**src/rtl/common_pkg.sv**
```systemverilog
// Shared fetch/decode widths and the RVC opcode helper.
package common;
   localparam int INSTRUCTION_WIDTH = 32;
   localparam int HALFWORD_WIDTH = 16;
   localparam int XLEN = 32;
   localparam logic [1:0] RVC_OPCODE_MASK = 2'b11;

   // A halfword whose two low bits are not both set starts a 16-bit instruction.
   function automatic logic is_compressed(input logic [HALFWORD_WIDTH-1:0] hw);
      return (hw[1:0] & RVC_OPCODE_MASK) != RVC_OPCODE_MASK;
   endfunction
endpackage

```
**src/rtl/fetch_hq.sv**
```systemverilog
// Halfword shift queue: entry 0 is the head, pops shift down, pushes append behind the survivors.
module fetch_hq
   import common::*;
#(
   parameter int DEPTH = 4
) (
   input  logic                      clk,
   input  logic                      rst,
   input  logic                      flush,
   input  logic [1:0]                push_cnt,
   input  logic [HALFWORD_WIDTH-1:0] push_lo,
   input  logic [HALFWORD_WIDTH-1:0] push_hi,
   input  logic [1:0]                pop_cnt,
   output logic [HALFWORD_WIDTH-1:0] head0,
   output logic [HALFWORD_WIDTH-1:0] head1,
   output logic [2:0]                count
);
   logic [HALFWORD_WIDTH-1:0] hq      [DEPTH];
   logic [HALFWORD_WIDTH-1:0] hq_next [DEPTH];
   logic [2:0]                count_next;
   logic [2:0]                base;

   // Shift out popped entries first, then drop new halfwords into the first free slots.
   always_comb begin
      for (int i = 0; i < DEPTH; i++) hq_next[i] = hq[i];
      case (pop_cnt)
         2'd1: begin
            for (int i = 0; i < DEPTH - 1; i++) hq_next[i] = hq[i + 1];
            hq_next[DEPTH - 1] = '0;
         end
         2'd2: begin
            for (int i = 0; i < DEPTH - 2; i++) hq_next[i] = hq[i + 2];
            hq_next[DEPTH - 2] = '0;
            hq_next[DEPTH - 1] = '0;
         end
         default: ;
      endcase
      base = count - {1'b0, pop_cnt};
      for (int i = 0; i < DEPTH; i++) begin
         if (push_cnt != 2'd0 && 3'(i) == base) hq_next[i] = push_lo;
         if (push_cnt == 2'd2 && 3'(i) == base + 3'd1) hq_next[i] = push_hi;
      end
      count_next = base + {1'b0, push_cnt};
   end

   always_ff @(posedge clk) begin
      if (rst || flush) begin
         count <= '0;
         for (int i = 0; i < DEPTH; i++) hq[i] <= '0;
      end else begin
         count <= count_next;
         for (int i = 0; i < DEPTH; i++) hq[i] <= hq_next[i];
      end
   end

   assign head0 = hq[0];
   assign head1 = hq[1];
endmodule

```
**src/rtl/fetch_align.sv**
```systemverilog
// Word fetcher + halfword aligner feeding the RVC expander; FETCH_ALIGN_RVC_EN enables 16-bit instructions.
module fetch_align
   import common::*;
#(
   parameter logic [XLEN-1:0] RESET_PC = 32'h0000_0000
) (
   input  logic                         clk,
   input  logic                         rst,
   output logic                         imem_req,
   output logic [XLEN-1:0]              imem_addr,
   input  logic                         imem_ready,
   input  logic                         imem_rvalid,
   input  logic [XLEN-1:0]              imem_rdata,
   input  logic                         redirect_valid,
   input  logic [XLEN-1:0]              redirect_pc,
   output logic                         instr_valid,
   input  logic                         instr_ready,
   output logic [INSTRUCTION_WIDTH-1:0] instr_data,
   output logic [XLEN-1:0]              instr_pc
);
`ifdef FETCH_ALIGN_RVC_EN
   localparam int  HQ_DEPTH = 4;
   localparam bit  RVC = 1'b1;
   localparam logic [XLEN-1:0] PC_MASK = ~32'h1;
`else
   localparam int  HQ_DEPTH = 2;
   localparam bit  RVC = 1'b0;
   localparam logic [XLEN-1:0] PC_MASK = ~32'h3;
`endif

   logic [XLEN-1:0]           fetch_addr;
   logic [XLEN-1:0]           pc;
   logic                      outstanding;
   logic                      drop_resp;
   logic                      skip_half;
   logic [HALFWORD_WIDTH-1:0] head0;
   logic [HALFWORD_WIDTH-1:0] head1;
   logic [2:0]                count;
   logic                      head_rvc;
   logic                      head_ready;
   logic                      room;
   logic                      accept;
   logic                      resp;
   logic                      push_ok;
   logic                      pop;
   logic [1:0]                push_cnt;
   logic [1:0]                pop_cnt;

`ifdef FETCH_ALIGN_RVC_EN
   assign head_rvc = is_compressed(head0);
   assign room     = count <= 3'd2;
`else
   assign head_rvc = 1'b0;
   assign room     = count == 3'd0;
`endif

   // A request is only issued when the queue can absorb the whole returning word.
   assign imem_req  = !rst && !outstanding && room && !redirect_valid;
   assign imem_addr = fetch_addr;
   assign accept    = imem_req && imem_ready;
   assign resp      = imem_rvalid && outstanding;
   assign push_ok   = resp && !drop_resp && !redirect_valid;
   assign push_cnt  = !push_ok ? 2'd0 : (skip_half ? 2'd1 : 2'd2);

   assign head_ready  = head_rvc ? (count >= 3'd1) : (count >= 3'd2);
   assign instr_valid = !rst && !redirect_valid && head_ready;
   assign pop         = instr_valid && instr_ready;
   assign pop_cnt     = !pop ? 2'd0 : (head_rvc ? 2'd1 : 2'd2);
   assign instr_data  = head_rvc ? {16'h0000, head0} : {head1, head0};
   assign instr_pc    = pc;

   fetch_hq #(
      .DEPTH (HQ_DEPTH)
   ) u_hq (
      .clk      (clk),
      .rst      (rst),
      .flush    (redirect_valid),
      .push_cnt (push_cnt),
      .push_lo  (skip_half ? imem_rdata[31:16] : imem_rdata[15:0]),
      .push_hi  (imem_rdata[31:16]),
      .pop_cnt  (pop_cnt),
      .head0    (head0),
      .head1    (head1),
      .count    (count)
   );

   // A redirect keeps an in-flight request marked outstanding so its stale word can be swallowed.
   always_ff @(posedge clk) begin
      if (rst) begin
         fetch_addr  <= {RESET_PC[31:2], 2'b00};
         pc          <= RESET_PC & PC_MASK;
         outstanding <= 1'b0;
         drop_resp   <= 1'b0;
         skip_half   <= RVC && RESET_PC[1];
      end else if (redirect_valid) begin
         fetch_addr  <= {redirect_pc[31:2], 2'b00};
         pc          <= redirect_pc & PC_MASK;
         outstanding <= outstanding && !imem_rvalid;
         drop_resp   <= outstanding && !imem_rvalid;
         skip_half   <= RVC && redirect_pc[1];
      end else begin
         if (accept) begin
            outstanding <= 1'b1;
            fetch_addr  <= fetch_addr + 32'd4;
         end else if (resp) begin
            outstanding <= 1'b0;
         end
         if (resp) begin
            drop_resp <= 1'b0;
            if (!drop_resp) skip_half <= 1'b0;
         end
         if (pop) pc <= pc + (head_rvc ? 32'd2 : 32'd4);
      end
   end
endmodule

```
**config.mk**
```make
export PLATFORM = sky130hd
export DESIGN_NAME = fetch_align
export DESIGN_NICKNAME = d
export VERILOG_FILES = /design/src/rtl/common_pkg.sv /design/src/rtl/fetch_hq.sv /design/src/rtl/fetch_align.sv
export SDC_FILE = /design/constraint.sdc
export NUM_CORES = 1
export LEC_CHECK = 0
export ABC_AREA = 1
export CAP_MARGIN = 20
export CORE_MARGIN = 2
export CORE_UTILIZATION = 45
export CTS_BUF_LIST = sky130_fd_sc_hd__clkbuf_8
export DETAILED_ROUTE_END_ITERATION = 10
export GPL_TIMING_DRIVEN = 0
export PLACE_DENSITY = 0.84
export SYNTH_ARGS = -nofsm -noshare
export SYNTH_HDL_FRONTEND = slang
export SYNTH_SLANG_ARGS = --single-unit
```
**constraint.sdc**
```tcl
create_clock -name clk -period 2.8 [get_ports clk]
set_input_delay 0.84 -clock clk [delete_from_list [all_inputs] [get_ports clk]]
set_output_delay 0.84 -clock clk [all_outputs]
set_load 0.005 [all_outputs]
```
==> run metrics, run 1 <==
Hold Path Stages 2; Hold EP u_hq.hq[0][1]$_SDFFE_PP0P_; #FFs+latches synth 96; Antenna Violating Nets Remaining 0; startpoint types primary input; synthesized area per cell between 6 and 7 um^2; vias per cell 5.40; initial antenna violation count 0; PD cells 388 mW/mm^2; Hold Vio Cnt, Final 0; Final setup viols 0; Setup crit end kind output port; CTS clk-pin slew, worst paths 0.10 ns; H-tree levels 3; Max clock buf depth 2; ys flop type dfxtp_1; Final Wtd Congestion 0.997; Post-Route WL 19,500 um; normalized max-slew margin 53.6%; Num Clock Sinks between 90 and 100; Final Skew slightly below 0.01 ns; GRT Residual Overflow 0; FFs w/ async S/R, synth 0%; period utilization 96.9%; DP Worst Slack -0.847 ns; Gate Count Post-Synth 885; Post-synth EDFFs 0; top cells by area, synth dfxtp_1 (34%), nand2_1 (18%), nand3_1 (8.0%); port bufs 160; WP data required 1.96 ns; Final nets 1,133; Final min period around 2.7 ns; CTS tree yes; vias about 6,600; Inserted Clock Buffers 9; worst-skew pair later-pin latency 0.39 ns; status complete, no violations; Arrival @ worst endpoint 1.87 ns; Max Slew Vio Count 0; area of the core 0.0122 mm^2; RSZ-0062 raised after global routing false; reg2reg setup slack 0.53 ns; DP HPWL around 15,000 um; share of cells above drive strength 1 6.30%; reg2reg start u_hq.count[2]$_SDFF_PP0_; Pleak ~2.9 nW; num ports 168; Cell variety after synth ~40; number of remaining DRC errors 0; Reg2Reg Depth 12; die height approximately 120 um; post-synthesis instance area between 0.005 and 0.006 mm^2; worst hold path class reg2reg; Worst Max-Slew Pin Slew 0.696 ns; first drt pass iteration count 6; largest net degree at the start of global routing 17; Max Freq about 0.37 GHz; GRT Total Usage 29.3%; non-filler cells, final roughly 1,200; Max Fanout on Critical Path 10; area leader, netlist dfxtp_1; initial DRC count 721; register area share after synthesis about 34%; vias in the first global route 6,141; Worst R2R End u_hq.count[2]$_SDFF_PP0_; Diodes inserted 0; Hold Crit Start u_hq.hq[0][1]$_SDFFE_PP0P_; Placed Cells 1,216; Ys Warns 0; worst setup margin 0.0874 ns; critical setup path kind in2out; Initial Util between 40% and 50%; row cnt 40; max cap viols 0; clk root buf clkbuf_8; Die Width 116 um; DR WL/cell 15.8 um; first-pass GRT wire length 30,700 um; full die area between 0.01 and 0.015 mm^2; Syn-to-layout area delta 36.5%; Synth top area share 34.0%; crit path from rst; VDD IR-drop max roughly 0.28 mV
==> flip-flops by register name, indices dropped and copies added (netlist names) <==
signal and count:
u_hq.hq 32, drop_resp 1, outstanding 1, instr_pc 30, imem_addr 30, u_hq.count 2
==> cells in the mapped netlist (4+ instances only) <==
cell type and count:
nand2_1 264, clkbuf_1 25, o21a_1 9, xnor2_1 6
a21boi_0 5, xor2_1 12, buf_6 5, o21ai_0 20
inv_1 79, nor2_2 6, ha_1 4, buf_4 9
a21oi_1 80, inv_2 5, a31oi_1 11, nand3_1 90
nand4_1 38, nor2_1 89, dfxtp_1 96
==> critical path, stage by stage <==
cell and delay [ns]:
clkdlybuf4s15_2 0.23, nor2_8 0.18, inv_6 0.08, clkbuf_4 0.19, nor2_1 0.10, dlygate4sd2_1 0.25
==> cells in the final DEF, fill, tap and decap left out, drive strengths merged, types with 4 or more instances in the layout <==
cell           instances
a21boi                 7
a21oi                 82
a31oi                 11
buf                   18
clkbuf                35
clkdlybuf4s50        157
clkinv                 4
conb                   4
dfxtp                 96
ha                     4
inv                   86
nand2                269
nand3                 91
nand4                 38
nor2                  97
o21a                   9
o21ai                 21
xnor2                  6
xor2                  12
==> final cells by class <==
| type | instances | area, um^2 |
|---|---|---|
| Clock buffer | 10 | 138 |
| Fill cell | 1118 | 4430 |
| Clock inverter | 6 | 68.8 |
| Inverter | 86 | 330 |
| Timing Repair Buffer | 161 | 1620 |
| Multi-Input combinational cell | 663 | 3190 |
| Tap cell | 168 | 210 |
| Sequential cell | 96 | 1920 |
| Buffer | 42 | 255 |
==> where the power goes <==
group	total, mW	switching [mW]	internal [mW]
clock network	0.994	0.554	0.441
logic	0.499	0.233	0.266
registers	1.50	0.0828	1.42
==> cells by family (layout without fill, tap and decap cells) <==
kind of cell               after synthesis  in the layout  synth area share, %
DFF                                     96             96                 34.0
and+or+nand+nor                        502            502                 39.1
buffers and inverters                  129            305                 9.99
adders and majority gates                4              4                0.884
other                                    1              4               0.0663
AOI/OAI and AO/OA                      135            135                 13.2
xor gates and xnor gates                18             18                 2.79
==> worst max path at each step <==
| stage | endpoint | depth (start not counted) |
|---|---|---|
| CTS | u_hq.count[2]$_SDFF_PP0_ | 12 |
| global placement | u_hq.hq[0][9]$_SDFFE_PP0P_ | 12 |
| finish | instr_valid | 6 |
| global route | u_hq.count[2]$_SDFF_PP0_ | 13 |
| floorplan | u_hq.count[2]$_SDFF_PP0_ | 13 |
| detailed placement | u_hq.hq[0][26]$_SDFFE_PP0P_ | 12 |
==> per-layer routing <==
metal  global-route usage [%]  up-vias  wire [um]
li1                         -     3234          -
met5                        0        -          0
met2                     49.4      350       8920
met3                     7.89       64       2030
met4                     13.4        0        773
met1                     35.1     2999       7730
==> per-stage QoR <==
step / hold WS (ns) / setup TNS [ns] / instance area (um^2) / utilization, % / power, mW
2_1_floorplan: 0.476 / 0 / 5680 / - / 1.73
3_3_place_gp: 0.467 / -26.53 / 7490 / 61.6 / 2.01
3_5_place_dp: 0.474 / -27.44 / 7490 / 61.6 / 2.02
4_1_cts: 0.485 / 0 / 7730 / 63.5 / 2.98
5_1_grt: 0.502 / 0 / 7730 / 63.5 / 3.11
6_report: 0.485 / 0 / 7730 / 63.5 / 3.00
==> what timing repair did <==
item,4_1_cts,5_1_grt
pin swaps,1,1
hold buffers,0,0
setup endpoints to repair,34,28
setup buffers,1,0
gates resized for setup,14,2
Power figures use the tool's default switching activity.
==> run 2: changes to the inputs <==
- CTS_CLUSTER_SIZE: not set -> 28
- PLACE_DENSITY: 0.84 -> 0.81
- clock period: 2.8 -> 3.4 ns (I/O delays scaled with it)
==> run metrics, run 2 (synthesis gave the netlist of run 1 again) <==
status complete, no violations; Die Width roughly 120 um; Max clock buf depth 2; clk root buf clkbuf_8; Final min period 3.20 ns; Final nets between 1,000 and 1,500; Final setup viols 0; vias in the first global route 5,988; Final Skew 0.00846 ns; reg2reg setup slack 0.93 ns; Worst Max-Slew Pin Slew 0.708 ns; Max Slew Vio Count 0; worst hold path class reg2reg; DP HPWL 14,800 um; critical setup path kind in2out; GRT Total Usage between 20% and 30%; Hold EP u_hq.hq[0][2]$_SDFFE_PP0P_; most common cell after layout, fill and taps aside nand2_1; Pleak 2.88 nW; Arrival @ worst endpoint 2.18 ns; full die area 0.0135 mm^2; RSZ-0062 raised after global routing false; row cnt 40; Reg2Reg Depth 12; fillers roughly 1,200; share of cells above drive strength 1 5.74%; area of the core 0.0122 mm^2; VDD IR-drop max 0.199 mV; Inserted Clock Buffers 9; Max Fanout on Critical Path 19; most frequent CP cell nor2_8; CTS clk-pin slew, worst paths 0.09 ns; max cap viols 0; largest net degree at the start of global routing 17; max reg flops 32; H-tree levels 3; final core utilization 63.2%; worst-skew pair later-pin latency 0.39 ns; startpoint types primary input; Hold Path Stages 2; Slowest-stage cell, CP clkdlybuf4s50_1; Antenna Violating Nets Remaining 0; initial DRC count 568; WP data required 2.38 ns; first-pass GRT wire length 29,800 um; Initial Util 46.5%; Worst R2R End u_hq.count[2]$_SDFF_PP0_; period utilization 94.0%; num ports 168; Diodes inserted 0; GR Util met3 between 5 and 6%; GRT Residual Overflow 0; die height 116 um; reg2reg start u_hq.count[2]$_SDFF_PP0_; Post-Route WL 19,000 um; port bufs 160; Num Clock Sinks 96; GR Layer Usage met2 45.3%; vias about 6,600; initial antenna violation count 0; PD cells 317 mW/mm^2; number of remaining DRC errors 0; Max Freq 0.313 GHz; Hold Vio Cnt, Final 0; vias per cell roughly 5.3; hold slack final 0.485 ns; Final Wtd Congestion 0.996; normalized max-slew margin between 50% and 60%; crit-path max cell delay between 0.5 and 0.6 ns; first drt pass iteration count 5; Hold Crit Start u_hq.hq[0][2]$_SDFFE_PP0P_; Setup crit end kind output port; Cell Chain, Critical Path dlygate4sd2_1, nor2_8, inv_6, nor2_8, clkdlybuf4s50_1; CTS tree yes; DR WL/cell 15.5 um; Top Usage Layer GRT met2; largest register by flop count u_hq.hq; M1 GR Usage 37.7%; Hold-fix buffers, CTS 0; Syn-to-layout area delta 35.7%; most frequent cells in the layout nand2_1 (264), clkdlybuf4s50_1 (159), dfxtp_1 (96)
## run 2: cell types whose count changed in the layout (fill, tap and decap cells not counted), sizes merged
cell           before  now
dlymetal6s2s        1    0
clkdlybuf4s15       1    0
clkbuf             35   32
clkinvlp            1    2
clkinv              4    2
buf                18   19
inv                86   88
clkdlybuf4s50     157  159
## run 2: metrics by stage
step	cell area [um^2]	total power, mW	cells	TNS, ns	setup slack [ns]
final	7680	2.43	1231	0	0.204
after global routing	7680	2.53	1231	0	0.0537
after CTS	7690	2.43	1233	0	0.0280
after detailed placement	7480	1.66	1216	-14.37	-0.620
after global placement	7480	1.66	1216	-13.83	-0.569
after floorplan	5670	1.43	888	0	0.287
## run 2: repair_timing
| action | in CTS | in global routing |
|---|---|---|
| buffers inserted | 1 | 0 |
| pin swaps | 1 | 0 |
| setup endpoints to repair | 22 | 21 |
| resized for setup | 3 | 4 |
## run 2: routing by layer
| metal | up-vias | wire length [um] |
|---|---|---|
| met2 | 298 | 8560 |
| met1 | 2999 | 8210 |
| met3 | 45 | 1610 |
| li1 | 3227 | - |
| met5 | - | 0 |
| met4 | 0 | 650 |
## run 2: critical path, delay by kind of cell
family,cells,cell delay (ns)
buffers and inverters,3,0.89
AND/OR/NAND/NOR,2,0.26
## run 2: worst max-delay path by stage
| stage | end | start | slack [ns] | cells after the start |
|---|---|---|---|---|
| detailed placement | u_hq.count[2]$_SDFF_PP0_ | rst | -0.62 | 13 |
| floorplan | u_hq.count[2]$_SDFF_PP0_ | redirect_valid | 0.29 | 13 |
| global route | u_hq.hq[0][19]$_SDFFE_PP0P_ | rst | 0.05 | 12 |
| CTS | instr_valid | rst | 0.03 | 6 |
| global placement | u_hq.count[2]$_SDFF_PP0_ | rst | -0.57 | 13 |
| finish | imem_req | rst | 0.20 | 5 |
## run 2: area by class of cell
type | count | area, um^2 | share of cell area [%]
Clock buffer | 9 | 124 | 1.61
Tap cell | 168 | 210 | 2.74
Buffer | 41 | 233 | 3.03
Sequential cell | 96 | 1920 | 25.0
Clock inverter | 7 | 71.3 | 0.928
Timing Repair Buffer | 161 | 1610 | 20.9
Multi-Input combinational cell | 663 | 3180 | 41.4
Inverter | 86 | 330 | 4.30
## run 2: power breakdown
part / internal, mW / leakage [nW] / switching [mW]
sequential: 1.17 / 0.785 / 0.0671
clock: 0.340 / 0.0970 / 0.448
combinational: 0.217 / 2.00 / 0.190
==> run 3: changes to the inputs <==
- SLEW_MARGIN: not set -> 20
==> results of run 3 <==
Final layout, timing and power as in run 2 (identical DEF).
